<file path="src/rtl/cv32e40p_x_result_buffer_if.sv">
// Result channel bundle shared by the coprocessor-to-buffer side and the
// buffer-to-writeback side. Both directions carry the same x_result fields.
//   valid   : producer has a result on the bus
//   ready   : consumer accepts the result this cycle
//   id      : offload instruction ID
//   data    : result data
//   rd      : destination register
//   we      : register write enable
//   exc     : synchronous exception
//   exccode : exception code
// The master modport is the producer side; the slave modport is the consumer side.
interface cv32e40p_x_result_buffer_if #(
   parameter int X_ID_WIDTH  = 4,
   parameter int X_RFW_WIDTH = 32
);
   logic                   valid;
   logic                   ready;
   logic [X_ID_WIDTH-1:0]  id;
   logic [X_RFW_WIDTH-1:0] data;
   logic [4:0]             rd;
   logic                   we;
   logic                   exc;
   logic [5:0]             exccode;

   modport master (output valid, id, data, rd, we, exc, exccode, input ready);
   modport slave  (input valid, id, data, rd, we, exc, exccode, output ready);
endinterface

</file>
<file path="src/rtl/cv32e40p_x_result_buffer.sv">
// Core-side receive stage for the CORE-V-XIF result channel. Coprocessor
// results are buffered in a small in-order FIFO and handed to writeback,
// which may stall. Result IDs are checked against offload order and the
// whole buffer can be flushed.
// Ports:
//   clk, rst    : clock (rising edge) and asynchronous active-high reset
//   res         : incoming result channel (slave side)
//   wb          : head entry toward writeback (master side)
//   flush_i     : discard all buffered results
//   flush_id_i  : next expected ID after a flush
//   count_o     : current occupancy
//   id_err_o    : sticky flag, an out-of-order result ID was accepted
module cv32e40p_x_result_buffer #(
   parameter int DEPTH       = 2,
   parameter int X_ID_WIDTH  = 4,
   parameter int X_RFW_WIDTH = 32,
   localparam int PW = (DEPTH > 1) ? $clog2(DEPTH) : 1,
   localparam int CW = $clog2(DEPTH + 1)
) (
   input  logic                   clk,
   input  logic                   rst,
   cv32e40p_x_result_buffer_if.slave  res,
   cv32e40p_x_result_buffer_if.master wb,
   input  logic                   flush_i,
   input  logic [X_ID_WIDTH-1:0]  flush_id_i,
   output logic [CW-1:0]          count_o,
   output logic                   id_err_o
);

   typedef struct packed {
      logic [X_ID_WIDTH-1:0]  id;
      logic [X_RFW_WIDTH-1:0] data;
      logic [4:0]             rd;
      logic                   we;
      logic                   exc;
      logic [5:0]             exccode;
   } entry_t;

   entry_t                mem [DEPTH];
   entry_t                head;
   logic [PW-1:0]         rd_ptr, wr_ptr;
   logic [CW-1:0]         count;
   logic [X_ID_WIDTH-1:0] exp_id;
   logic                  id_err;
   logic                  push, pop;

   // Pointers wrap at DEPTH-1 so any depth works, not only powers of two.
   function automatic logic [PW-1:0] ptr_inc(input logic [PW-1:0] p);
      return (p == PW'(DEPTH - 1)) ? '0 : p + 1'b1;
   endfunction

   // Ready and valid come from the occupancy register only, so there is no
   // combinational path from wb.ready back to res.ready.
   assign res.ready = (count != CW'(DEPTH));
   assign wb.valid  = (count != '0);
   assign push      = res.valid & res.ready;
   assign pop       = wb.valid & wb.ready;

   assign head       = mem[rd_ptr];
   assign wb.id      = head.id;
   assign wb.data    = head.data;
   assign wb.rd      = head.rd;
   assign wb.we      = head.we;
   assign wb.exc     = head.exc;
   assign wb.exccode = head.exccode;

   assign count_o  = count;
   assign id_err_o = id_err;

   always_ff @(posedge clk or posedge rst) begin
      if (rst) begin
         for (int i = 0; i < DEPTH; i++) mem[i] <= '0;
         rd_ptr <= '0;
         wr_ptr <= '0;
         count  <= '0;
         exp_id <= '0;
         id_err <= 1'b0;
      end else if (flush_i) begin
         // A push in the flush cycle still handshakes but is dropped and not
         // ID-checked; a pop in the same cycle is discarded as well.
         rd_ptr <= '0;
         wr_ptr <= '0;
         count  <= '0;
         exp_id <= flush_id_i;
      end else begin
         if (push) begin
            mem[wr_ptr] <= '{res.id, res.data, res.rd, res.we, res.exc, res.exccode};
            wr_ptr      <= ptr_inc(wr_ptr);
            if (res.id != exp_id) id_err <= 1'b1;
            // Track the following ID even after a mismatch so one bad result
            // does not cascade into errors on every later result.
            exp_id <= res.id + 1'b1;
         end
         if (pop) rd_ptr <= ptr_inc(rd_ptr);
         case ({push, pop})
            2'b10:   count <= count + 1'b1;
            2'b01:   count <= count - 1'b1;
            default: ;
         endcase
      end
   end

endmodule
</file>
<file path="src/flat_wrapper.sv">
// flat-port wrapper written by rule: the top's interface ports become plain ports
module cv32e40p_x_result_buffer_flat 
#(
   parameter int DEPTH       = 2,
   parameter int X_ID_WIDTH  = 4,
   parameter int X_RFW_WIDTH = 32,
   localparam int PW = (DEPTH > 1) ? $clog2(DEPTH) : 1,
   localparam int CW = $clog2(DEPTH + 1)
)
  (clk, rst, flush_i, flush_id_i, count_o, id_err_o, res_valid, res_id, res_data, res_rd, res_we, res_exc, res_exccode, res_ready, wb_valid, wb_id, wb_data, wb_rd, wb_we, wb_exc, wb_exccode, wb_ready);
  cv32e40p_x_result_buffer_if #(.X_ID_WIDTH(X_ID_WIDTH), .X_RFW_WIDTH(X_RFW_WIDTH)) res_i ();
  cv32e40p_x_result_buffer_if #(.X_ID_WIDTH(X_ID_WIDTH), .X_RFW_WIDTH(X_RFW_WIDTH)) wb_i ();
  input  logic clk;
  input  logic rst;
  input  logic flush_i;
  input  logic [X_ID_WIDTH-1:0] flush_id_i;
  output logic [CW-1:0] count_o;
  output logic id_err_o;
  input wire logic [$bits(res_i.valid)-1:0] res_valid;
  input wire logic [$bits(res_i.id)-1:0] res_id;
  input wire logic [$bits(res_i.data)-1:0] res_data;
  input wire logic [$bits(res_i.rd)-1:0] res_rd;
  input wire logic [$bits(res_i.we)-1:0] res_we;
  input wire logic [$bits(res_i.exc)-1:0] res_exc;
  input wire logic [$bits(res_i.exccode)-1:0] res_exccode;
  output wire logic [$bits(res_i.ready)-1:0] res_ready;
  output wire logic [$bits(wb_i.valid)-1:0] wb_valid;
  output wire logic [$bits(wb_i.id)-1:0] wb_id;
  output wire logic [$bits(wb_i.data)-1:0] wb_data;
  output wire logic [$bits(wb_i.rd)-1:0] wb_rd;
  output wire logic [$bits(wb_i.we)-1:0] wb_we;
  output wire logic [$bits(wb_i.exc)-1:0] wb_exc;
  output wire logic [$bits(wb_i.exccode)-1:0] wb_exccode;
  input wire logic [$bits(wb_i.ready)-1:0] wb_ready;
  assign res_i.valid = res_valid;
  assign res_i.id = res_id;
  assign res_i.data = res_data;
  assign res_i.rd = res_rd;
  assign res_i.we = res_we;
  assign res_i.exc = res_exc;
  assign res_i.exccode = res_exccode;
  assign res_ready = res_i.ready;
  assign wb_valid = wb_i.valid;
  assign wb_id = wb_i.id;
  assign wb_data = wb_i.data;
  assign wb_rd = wb_i.rd;
  assign wb_we = wb_i.we;
  assign wb_exc = wb_i.exc;
  assign wb_exccode = wb_i.exccode;
  assign wb_i.ready = wb_ready;
  cv32e40p_x_result_buffer #(.DEPTH(DEPTH), .X_ID_WIDTH(X_ID_WIDTH), .X_RFW_WIDTH(X_RFW_WIDTH)) u_core (.clk(clk), .rst(rst), .res(res_i), .wb(wb_i), .flush_i(flush_i), .flush_id_i(flush_id_i), .count_o(count_o), .id_err_o(id_err_o));
endmodule
</file>
<file path="config.mk">
export PLATFORM = sky130hd
export DESIGN_NAME = cv32e40p_x_result_buffer_flat
export DESIGN_NICKNAME = d
export VERILOG_FILES = /design/src/rtl/cv32e40p_x_result_buffer_if.sv /design/src/rtl/cv32e40p_x_result_buffer.sv /design/src/flat_wrapper.sv
export SDC_FILE = /design/constraint.sdc
export NUM_CORES = 1
export LEC_CHECK = 0
export BUFFER_PORTS_ARGS = -buffer_cell sky130_fd_sc_hd__buf_4
export CAP_MARGIN = 20
export CORE_ASPECT_RATIO = 1.1
export CORE_MARGIN = 1
export CORE_UTILIZATION = 41
export CTS_CLUSTER_SIZE = 20
export DETAILED_ROUTE_END_ITERATION = 6
export PLACE_DENSITY_LB_ADDON = 0.25
export SLEW_MARGIN = 20
export SYNTH_ARGS = -nofsm -noshare
export SYNTH_HDL_FRONTEND = slang
export SYNTH_SLANG_ARGS = --single-unit
</file>
<file path="constraint.sdc">
create_clock -name clk -period 4 [get_ports clk]
set_input_delay 0.4 -clock clk [delete_from_list [all_inputs] [get_ports clk]]
set_output_delay 0.4 -clock clk [all_outputs]
set_load 0.01 [all_outputs]
</file>
Word-level counts from Yosys, hierarchy flattened
Index checks and enable logic that the tools add are counted.
- add/sub/neg operators: 5
- order comparisons: 3
- equality and inequality tests: 4
- muxes and demuxes: 16
- bitwise gates (word level): 5
- reductions and logical operators: 7
- operators with widths (cell ; number):
    49-bit 2-to-1 mux ; 4
    98-bit bitwise mux ; 1
    49-bit demux with 1-bit select ; 1
    4-bit 2-to-1 mux ; 2
    1-bit 2-to-1 mux ; 6
    2-bit nonzero test ; 3
    4-bit by 1-bit adder with 4-bit output (second input constant) ; 1
    2-bit >= comparator (second input constant) ; 2
    4-bit != test ; 1
    1-bit NOT with 2-bit output ; 2
    2-bit one-hot mux with 2 select lines ; 1
    3-bit AND reduction ; 1
    3-bit nonzero test ; 1
    1-bit adder (second input constant) ; 2
    2-bit by 1-bit adder with 2-bit output (second input constant) ; 1
    1-bit bitwise AND ; 2
    2-bit by 1-bit == test with 1-bit output (second input constant) ; 1
    2-bit == test (second input constant) ; 1
    2-bit by 1-bit less-than comparator with 1-bit output (second input constant) ; 1
    2-bit 2-to-1 mux ; 1
    2-bit != test (second input constant) ; 1
    2-bit AND reduction ; 1
    2-bit by 1-bit subtractor with 2-bit output (second input constant) ; 1
    1-bit logical AND ; 1
    1-bit NOT ; 1
- register bits: 107
- input port bits: 58
- output and inout port bits: 54
- logic and storage cells: 57

Logic depth before layout (Yosys ltp)
Gate-level depths: netlist of the first run.
- depth after elaboration: 6
- mapped depth: 6

Least setup slack after synthesis of the first run
Ideal clock, no wire load.
- path type: register -> register
- from: register u_core.count[1], in the netlist u_core.count_o[1]
- to: register u_core.mem[0] (netlist name)
- setup time: 125 ps
- arrival: 1532 ps
- path slack: 2343 ps
- stages on the path, launching flop included: 7
- path buffers: 2
- cells stage by stage: dfrtp_1 nor2b_4 inv_4 nand4_2 buf_4 buf_6 mux2_2
- word-level cells in the longest chain between the ends: 3
- ends and longest elaborated chain (element ; RTL line ; RTL):
    start: declaration ; cv32e40p_x_result_buffer.sv:42 ; logic [CW-1:0] count;
    start signal: assignment ; cv32e40p_x_result_buffer.sv:96 ; 2'b10: count <= count + 1'b1;
    start signal: assignment ; cv32e40p_x_result_buffer.sv:97 ; 2'b01: count <= count - 1'b1;
    2-bit != test ; cv32e40p_x_result_buffer.sv:54 ; assign res.ready = (count != CW'(DEPTH));
    net res_ready ; flat_wrapper.sv:26 ; output wire logic [$bits(res_i.ready)-1:0] res_ready;
    1-bit bitwise AND ; cv32e40p_x_result_buffer.sv:56 ; assign push = res.valid & res.ready;
    2-bit AND reduction (no source line) ; n/a ;
    end signal: indexed assignment ; cv32e40p_x_result_buffer.sv:87 ; mem[wr_ptr] <= '{res.id, res.data, res.rd, res.we, res.exc, res.exccode};
    end: declaration ; cv32e40p_x_result_buffer.sv:39 ; entry_t mem [DEPTH];
The timed path passes the listed nets, and every way through them passes these cells.
A chain may end at the register's enable or synchronous reset.

Worst setup path in the final report of the first run
- from: register u_core.rd_ptr
- to: output wb_data[25]
- word-level cells in the longest chain between the ends: 4
- ends and longest elaborated chain (element ; RTL line ; RTL):
    start: declaration ; cv32e40p_x_result_buffer.sv:41 ; logic [PW-1:0] rd_ptr, wr_ptr;
    start signal: assignment ; cv32e40p_x_result_buffer.sv:94 ; if (pop) rd_ptr <= ptr_inc(rd_ptr);
    1-bit NOT with 2-bit output (implied by the code) ; cv32e40p_x_result_buffer.sv:59 ; assign head = mem[rd_ptr];
    49-bit 2-to-1 mux (implied by the code) (3 in a row) ; cv32e40p_x_result_buffer.sv:59 ;
    end: declaration ; flat_wrapper.sv:29 ; output wire logic [$bits(wb_i.data)-1:0] wb_data;
No other way between the ends. The select of a mux whose other input is x is not followed.

==> results of run 1 <==
==> synth_stat cells <==
master    count  area [µm²]
dfrtp_1     107        2678
nor2b_4       1       13.76
nand4_2       1       12.51
xor2_1        2       17.52
nor3b_1       1       7.510
or2_2         2       12.51
buf_6         2       22.52
o21ai_0       3       15.01
mux2i_1       1       10.01
buf_2         6       30.03
inv_4         1       6.260
nand3_1       1       5.000
a21oi_1       7       35.03
nand2_1       3       11.26
nor3_1        1       5.000
nor4_2        1       12.51
ha_1          1       12.51
nand3b_1      1       7.510
a41o_1        1       10.01
a21o_1        1       7.510
o31ai_1       3       22.52
mux2_1       11       123.9
inv_1         2       7.510
buf_4         2       15.01
mux2_2      136        1531
buf_1         1       3.750
nand4_1       2       12.51
a211oi_1      1       7.510
nor2_1        2       7.510
clkbuf_1      7       26.28
a31oi_1       1       6.260
inv_2         1       3.750
and3_1        1       6.260
xnor2_1       4       35.03
or3_1         1       6.260
o211ai_1      1       7.510
a31o_2        1       8.760
==> stage by stage <==
step / util (%) / std cells / total power [µW]
3_3_place_gp: 51.72 / 565 / 2264
2_1_floorplan: - / 321 / 1949
5_1_grt: 54.77 / 580 / 3391
6_report: 54.77 / 580 / 3201
3_5_place_dp: 51.72 / 565 / 2299
4_1_cts: 54.57 / 579 / 3255
==> per-layer routing <==
layer	GRT usage (%)	vias up
met3	3.912	11
met4	7.606	0
met5	0	-
met2	27.37	74
li1	-	1370
met1	21.14	1485
==> path summary, 6_finish.rpt <==
kind,start,to,slack [ns],depth (start not counted)
hold / removal,rst,u_core.mem[59],0.22,2
setup reg to reg,u_core.count_o[1],u_core.mem[71],1.92,4
setup / recovery,u_core.rd_ptr,wb_data[25],1.41,3
hold reg to reg,u_core.id_err_o,u_core.id_err_o,0.48,1
min in group clk,flush_id_i[3],u_core.exp_id[3],0.27,3
max in group asynchronous,rst,u_core.mem[31],2.99,3
==> worst reg2reg max path, cell delays in order (launching register included) <==
cell	delay, ns
dfrtp_1	0.45
nor2b_4	0.19
nor4_4	0.58
buf_12	0.33
mux2_2	0.41
==> layout by cell type, fill, tap and decap left out, types with 2 or more instances in the layout <==
cell / count
nor2_1: 2
o21ai_0: 3
or2_2: 2
buf_4: 114
mux2_1: 11
clkbuf_16: 9
nand2_1: 3
xnor2_1: 4
nand4_1: 2
dfrtp_1: 106
xor2_1: 2
o31ai_1: 3
bufinv_16: 2
buf_12: 2
clkbuf_8: 2
mux2_2: 136
a21oi_1: 7
==> sequential cells by signal, indices dropped and copies added (netlist names) <==
signal / flops
u_core.count_o: 2
u_core.exp_id: 4
u_core.id_err_o: 1
u_core.mem: 98
u_core.rd_ptr: 1
u_core.wr_ptr: 1
==> logic make-up after synthesis <==
logic type,count (synthesis),synth area share [%]
AND/OR/NAND/NOR,18,2.522
AO/OA/AOI/OAI,19,2.522
buffers and inverters,22,2.417
multiplexers,148,34.96
adder cells (fa/ha/maj),1,0.2626
flip-flops,107,56.21
XOR/XNOR,6,1.103
==> power groups by stage <==
stage | Combinational (µW) | Sequential [µW] | Clock [µW]
after detailed placement | 810 | 1490 | 0
final | 798 | 1470 | 933
after global placement | 793 | 1470 | 0
after global routing | 866 | 1510 | 1020
after CTS | 814 | 1470 | 971
after floorplan | 515 | 1430 | 0
==> cell type report <==
class	instances	share of cell area, %
well taps	147	3.022
multi-input cells	192	32.67
clock inverters	2	0.9868
clock buffers	12	4.215
flip-flops and latches	107	44.02
inverters	4	0.3701
repair buffers	116	14.72
==> summary.md, run 1 <==
| Metric | Value |
|---|---|
| Status | `complete, no violations` |
| Register area | `between 0.002 and 0.003 mm²` |
| CTS root buffer | `clkbuf_16` |
| WL met2 | `4.692 mm` |
| Critical path's most frequent cell | `buf_4` |
| Crit Path Category | `reg -> out` |
| Syn Inst Count | `321` |
| Area delta synth->final | `27.76%` |
| Yosys reg bits | `~110` |
| Final Critical Period | `~2.6 ns` |
| Fin area | `between 0.006 and 0.007 mm²` |
| Clock transition at path regs | `about 0.060 ns` |
| CTS buffer count | `9` |
| Fillers | `between 900 and 1,000` |
| Synth Cell Area | `between 0.004 and 0.005 mm²` |
| Met3 WL post-DR | `439 µm` |
| Grt total ovfl | `0` |
| Min Hold Slack | `~0.22 ns` |
| Setup TNS | `0 ns` |
| Max FO, Critical Path | `40` |
| Clock latency on the worst-skew pair | `0.34 ns` |
| Post-CTS Setup Repair Bufs | `0` |
| Sequential area share after synthesis | `a little under three fifths` |
| P_int | `between 2000 and 2500 µW` |
| Maximum vdd drop | `~230 µV` |
| Maxcap violations | `0` |
| Ant. Diodes | `0` |
| Hold Buf Count CTS | `0` |
| First-pass GRT wire length | `~15 mm` |
| Min-Delay Path Class | `in -> async` |
| Iteration-0 DRC Markers | `about 110` |
| Psw | `around 790 µW` |
| Via density | `just over 5` |
| Post-CTS sizing | `0` |
| Syn_area_per_cell | `approximately 15 µm²` |
| Initial core utilization | `about 43%` |
| Slew Viols, Final | `0` |
| Vias in the first global route | `3,051` |
| Drt drc | `0` |
| Flop pwr share | `between 40% and 50%` |
| Post-Syn Nets | `380` |
| Top Ports | `around 110` |
| Logic pwr share | `between 20% and 30%` |
| Die area | `between 0.01 and 0.015 mm²` |
| Cell family with most CP delay | `flip-flops` |
| Net Sw Frac | `between 20% and 30%` |
| Layout Nets | `around 490` |
| Netlist cell types | `37` |
| Yosys warns | `0` |
| Final WS setup | `roughly 1.4 ns` |
| Final setup fails | `0` |
| Post-DP HPWL | `between 6 and 7 mm` |
| Slew of the pin with the lowest slew margin | `approximately 1.0 ns` |
| Final setup skew | `0.005087 ns` |
| DR vias | `a little under 3,000` |
| Placer Congestion | `approximately 0.77` |
| Slowest stage delay, CP | `about 1.0 ns` |
| Final Hold Fails | `0` |
| Place WS | `around 1.7 ns` |
| WP data arrival | `2.19 ns` |
| CP endpoint kind | `output pin` |
| Die Span Y | `~120 µm` |
| CP required | `3.60 ns` |
| Antenna-violating nets left | `0` |
| Cell Rows | `40` |
| Area of the multi-input gates | `0.001988 mm²` |
| Max Root-Sink Buffers | `2` |
| Antenna violations before repair | `0` |
| Crit start category | `flip-flop` |
| Routed len/inst | `about 16 µm` |
| Crit-path slowest cell | `dfrtp_2` |
| Max layer used | `met4` |
| H-tree depth | `3` |
| Drt first pass iters | `5` |
| Relative slew slack | `32.13%` |
| Crit share post-route | `about 65%` |
| Pwr/cell area | `525.9 mW/mm²` |
| Die Width | `104.8 µm` |
| Layout cells sized above 1 | `a little under two thirds` |
| Power share of the clock group | `between 20% and 30%` |
| Fmax | `a little under 400 MHz` |
| Critical path cell sequence | `buf_4 > mux2_2 > buf_4` |
| Placed Area | `between 0.005 and 0.006 mm²` |
| Core Box Area | `between 0.01 and 0.015 mm²` |
| Pin count of the biggest net entering global routing | `slightly below 90` |
| Routed WL | `~9.5 mm` |
| Gr usage total | `between 10% and 20%` |
| Clock sink total | `approximately 110` |
| Met1 WL | `between 4 and 5 mm` |
| Port bufs | `approximately 110` |
| P_leak | `0.002707 µW` |
| Worst path bufs/invs | `2` |
| CTS tree | `built` |
| RSZ-0062 raised after global routing | `no` |
Note: power is estimated with default switching activity, not from simulation.
==> run 2: changes to the inputs <==
==> constraint.sdc (replaced) <==
create_clock -name clk -period 2.38 [get_ports clk]
set_input_delay 0.238 -clock clk [delete_from_list [all_inputs] [get_ports clk]]
set_output_delay 0.238 -clock clk [all_outputs]
set_load 0.01 [all_outputs]
==> summary.md, run 2 (same netlist as run 1, synthesis figures left out) <==
| Metric | Value |
|---|---|
| Relative slew slack | `approximately three fifths` |
| Clock transition at path regs | `around 0.07 ns` |
| Hold Buf Count CTS | `0` |
| Cell family with most CP delay | `buffers and inverters` |
| Core Box Area | `around 0.011 mm²` |
| Ant. Diodes | `0` |
| RSZ-0062 raised after global routing | `no` |
| Status | `complete, no violations` |
| Met2 Resource Use GR | `approximately 27%` |
| First-pass GRT wire length | `15.64 mm` |
| Area of the multi-input gates | `~0.002 mm²` |
| Min-Delay Path Class | `in -> async` |
| P_leak | `0.002694 µW` |
| Area delta synth->final | `26.95%` |
| Register area | `about 0.0027 mm²` |
| Drt first pass iters | `4` |
| Pin count of the biggest net entering global routing | `108` |
| Post-DP HPWL | `around 6.2 mm` |
| WP data arrival | `between 1.5 and 2 ns` |
| Commonest non-fill, non-tap cell in the layout | `mux2_2` |
| Slew Viols, Final | `0` |
| CP required | `2.14 ns` |
| Fmax | `approximately 540 MHz` |
| Met3 usage | `about 4.9%` |
| Layout cells sized above 1 | `~64%` |
| Slowest stage delay, CP | `0.41 ns` |
| Commonest cells after routing, fill and taps aside | `mux2_2, buf_4, dfrtp_1, mux2_1, clkbuf_16` |
| Placer Congestion | `0.7605` |
| Top Ports | `~110` |
| Final Util | `a little over half` |
| Vias in the first global route | `roughly 3,100` |
| Die area | `approximately 0.012 mm²` |
| Routed WL | `around 9.6 mm` |
| Die Span Y | `approximately 120 µm` |
| Crit-path slowest cell | `mux2_2` |
| Max FO, Critical Path | `27` |
| Final Hold Fails | `0` |
| Pwr/cell area | `about 860 mW/mm²` |
| H-tree depth | `3` |
| Final Critical Period | `approximately 1.9 ns` |
| Cell Rows | `40` |
| Crit start category | `flip-flop` |
| Layout Nets | `490` |
| Final setup skew | `0.006056 ns` |
| Clock sink total | `between 100 and 150` |
| DR vias | `~2,900` |
| Setup TNS | `0 ns` |
| Grt total ovfl | `0` |
| Max reg flops | `98` |
| Worst path bufs/invs | `2` |
| CTS root buffer | `clkbuf_16` |
| Drt drc | `0` |
| Routed len/inst | `~16 µm` |
| Max Root-Sink Buffers | `2` |
| CTS tree | `built` |
| Post-CTS Setup Repair Bufs | `0` |
| Crit Path Category | `reg -> out` |
| Fillers | `933` |
| Final setup fails | `0` |
| Via density | `~5.0` |
| Antenna violations before repair | `0` |
| Busiest grt layer | `met2` |
| CTS buffer count | `9` |
| Port bufs | `between 100 and 150` |
| Placed Area | `~0.0058 mm²` |
| Place WS | `approximately 0.62 ns` |
| Crit share post-route | `~78%` |
| Slew of the pin with the lowest slew margin | `between 0.6 and 0.7 ns` |
| Critical path cell sequence | `buf_4 > mux2_2 > buf_4` |
| Maxcap violations | `0` |
| Initial core utilization | `42.87%` |
| Gr usage total | `between 10% and 20%` |
| Post-CTS sizing | `0` |
| Iteration-0 DRC Markers | `95` |
| CP endpoint kind | `output pin` |
| Clock latency on the worst-skew pair | `roughly 0.34 ns` |
| Global-route met1 utilization | `a little over a fifth` |
| Critical path's most frequent cell | `buf_4` |
| Maximum vdd drop | `around 450 µV` |
| Fin area | `~0.0060 mm²` |
| Antenna-violating nets left | `0` |
| Largest register by flop count | `u_core.mem` |
| Die Width | `roughly 100 µm` |
| Final WS setup | `approximately 0.52 ns` |
| Total Power | `roughly 5200 µW` |
## run 2: area by class of cell
cell class	instances	area share, %
flip-flops and latches	107	44.30
repair buffers	117	14.94
multi-input cells	192	32.88
well taps	147	3.042
clock buffers	11	4.014
clock inverters	5	0.4759
inverters	4	0.3517
## run 2: per-stage QoR
| stage | instances | hold slack [ns] |
|---|---|---|
| after floorplan | 321 | 0.3574 |
| after global placement | 567 | 0.4523 |
| after detailed placement | 567 | 0.4628 |
| after CTS | 583 | 0.09015 |
| after global routing | 583 | 0.1137 |
| final | 583 | 0.02113 |
## run 2: final timing paths
path,startpoint,end,slack (ns),depth (start not counted)
worst min register to register,u_core.id_err_o,u_core.id_err_o,0.48,1
worst max register to register,u_core.count_o[1],u_core.mem[34],0.61,5
worst max-delay path,u_core.rd_ptr,wb_data[5],0.52,3
worst min-delay path,rst,u_core.mem[76],0.02,3
max in group asynchronous,rst,u_core.mem[6],1.86,3
min in group clk,res_data[4],u_core.mem[66],0.12,2
## run 2: power by group
group          internal [µW]  switching [µW]  total, µW
registers               2250             199       2440
logic                    845             523       1370
clock network            733             634       1370
## run 2: tightest hold or removal path, stage by stage
cell        delay, ns
buf_4            0.12
clkinvlp_4       0.07
buf_12           0.39
## run 2: metal layers
metal / wire, µm / vias up
li1: - / 1368
met1: 4152 / 1511
met4: 104 / 0
met5: 0 / -
met2: 4876 / 58
met3: 437 / 7
==> run 3: changes to the inputs <==
==> constraint.sdc (replaced) <==
create_clock -name clk -period 1.85 [get_ports clk]
set_input_delay 0.185 -clock clk [delete_from_list [all_inputs] [get_ports clk]]
set_output_delay 0.185 -clock clk [all_outputs]
set_load 0.01 [all_outputs]
==> summary.md, run 3 (same netlist as run 1, synthesis figures left out) <==
| Metric | Value |
|---|---|
| Status | `complete, but fails checks` |
| H-tree depth | `3` |
| Fillers | `940` |
| Core Box Area | `approximately 0.011 mm²` |
| Fin area | `0.006126 mm²` |
| Relative slew slack | `60.75%` |
| Die Span Y | `between 100 and 150 µm` |
| Antenna violations before repair | `0` |
| Clock transition at path regs | `around 0.07 ns` |
| Via density | `between 5 and 6` |
| Global-route met1 utilization | `between 20% and 30%` |
| Post-DP HPWL | `approximately 6.6 mm` |
| R2R setup slack | `0.18 ns` |
| Worst path bufs/invs | `2` |
| Cell Rows | `40` |
| Crit start category | `flip-flop` |
| Final setup skew | `0.006999 ns` |
| Placed Area | `approximately 0.0058 mm²` |
| Post-CTS Setup Repair Bufs | `0` |
| P_leak | `between 0.002 and 0.003 µW` |
| Die area | `0.01205 mm²` |
| CTS root buffer | `clkbuf_16` |
| Port bufs | `roughly 110` |
| Routed len/inst | `approximately 17 µm` |
| Critical path's most frequent cell | `buf_4` |
| Area delta synth->final | `28.61%` |
| Commonest non-fill, non-tap cell in the layout | `mux2_2` |
| Fmax | `between 500 and 600 MHz` |
| Post-CTS sizing | `0` |
| Final Hold Fails | `4` |
| Layout Nets | `around 490` |
| DR vias | `2,967` |
| Ant. Diodes | `0` |
| Crit Path Category | `reg -> out` |
| Final setup fails | `0` |
| First-pass GRT wire length | `16.36 mm` |
| Busiest grt layer | `met2` |
| Vias in the first global route | `between 3,000 and 4,000` |
| Final Critical Period | `1.686 ns` |
| Failing checks | `negative hold slack` |
| Met2 Resource Use GR | `between 20% and 30%` |
| Slowest stage delay, CP | `0.38 ns` |
| Gr usage total | `about 17%` |
| Placer Congestion | `0.7341` |
| Die Width | `104.8 µm` |
| Min Hold Slack | `-0.01410 ns` |
| Min-Delay Path Class | `in -> async` |
| Drt drc | `0` |
| Met3 usage | `3.912%` |
| CTS buffer count | `9` |
| CP required | `around 1.7 ns` |
| Iteration-0 DRC Markers | `roughly 120` |
| Antenna-violating nets left | `0` |
| CTS tree | `built` |
| Pin count of the biggest net entering global routing | `around 110` |
| Critical path cell sequence | `buf_4 > mux2_2 > buf_4` |
| Cell family with most CP delay | `buffers and inverters` |
| Max Root-Sink Buffers | `2` |
| Slew Viols, Final | `0` |
| Initial core utilization | `42.87%` |
| Commonest cells after routing, fill and taps aside | `mux2_2, buf_4, dfrtp_1, mux2_1, clkbuf_16` |
| Clock latency on the worst-skew pair | `between 0.3 and 0.4 ns` |
| Pwr/cell area | `~1100 mW/mm²` |
| Hold Buf Count CTS | `0` |
| Maxcap violations | `0` |
| Max reg flops | `around 100` |
| CP endpoint kind | `output pin` |
| Largest register by flop count | `u_core.mem` |
| Top Ports | `112` |
| WP data arrival | `about 1.5 ns` |
| Clock sink total | `approximately 110` |
| Routed WL | `around 9.9 mm` |
| Slew of the pin with the lowest slew margin | `~0.59 ns` |
| Grt total ovfl | `0` |
| Drt first pass iters | `4` |
| Layout cells sized above 1 | `around 64%` |
| Crit-path slowest cell | `dfrtp_2` |
| Maximum vdd drop | `438.3 µV` |
| RSZ-0062 raised after global routing | `no` |
| Max FO, Critical Path | `16` |
| Crit share post-route | `between 90% and 100%` |
| Setup TNS | `0 ns` |
[run 3: path summary, 6_finish.rpt]
| check | from | cells past startpoint | end |
|---|---|---|---|
| setup / recovery | u_core.rd_ptr | 3 | wb_data[7] |
| hold / removal | rst | 3 | u_core.mem[27] |
| setup reg to reg | u_core.wr_ptr | 3 | u_core.mem[58] |
| hold reg to reg | u_core.id_err_o | 1 | u_core.id_err_o |
| max in group asynchronous | rst | 3 | u_core.mem[55] |
| min in group clk | res_data[4] | 2 | u_core.mem[66] |
[run 3: through the flow]
stage	instances	total power [µW]	utilization (%)	setup WS, ns
floorplan	321	4215	-	0.1933
global placement	570	4912	52.52	0.1962
detailed placement	570	5004	52.52	0.1364
CTS	586	6861	55.14	0.1387
global route	586	7132	55.14	0.08450
finish	586	6766	55.14	0.1638
[run 3: cell type report]
class / instances / area [µm²] / area share (%)
inverter: 4 / 21.27 / 0.3472
clock buffer: 11 / 252.7 / 4.126
tap: 147 / 183.9 / 3.002
sequential: 107 / 2679 / 43.73
clock inverter: 5 / 37.54 / 0.6127
multi-input combinational: 192 / 1988 / 32.46
timing repair buffer: 120 / 963.4 / 15.73
[run 3: worst register-to-register path, stage by stage, from the launching register on]
cell and delay (ns):
dfrtp_1 0.45, nor4_4 0.33, buf_4 0.37, mux2_2 0.40
[run 3: metal layers]
metal	vias up	share of wire (%)
li1	1380	-
met1	1518	44
met2	63	51
met3	6	3.9
met4	0	0.85
met5	-	0
[run 3: power by group]
| part | total, µW | internal [µW] | leakage [µW] | switching, µW |
|---|---|---|---|---|
| clock network | 1830 | 989 | 0.000138 | 843 |
| logic | 1790 | 1100 | 0.00131 | 684 |
| registers | 3150 | 2890 | 0.00127 | 260 |
| total | 6770 | 4980 | 0.00272 | 1790 |
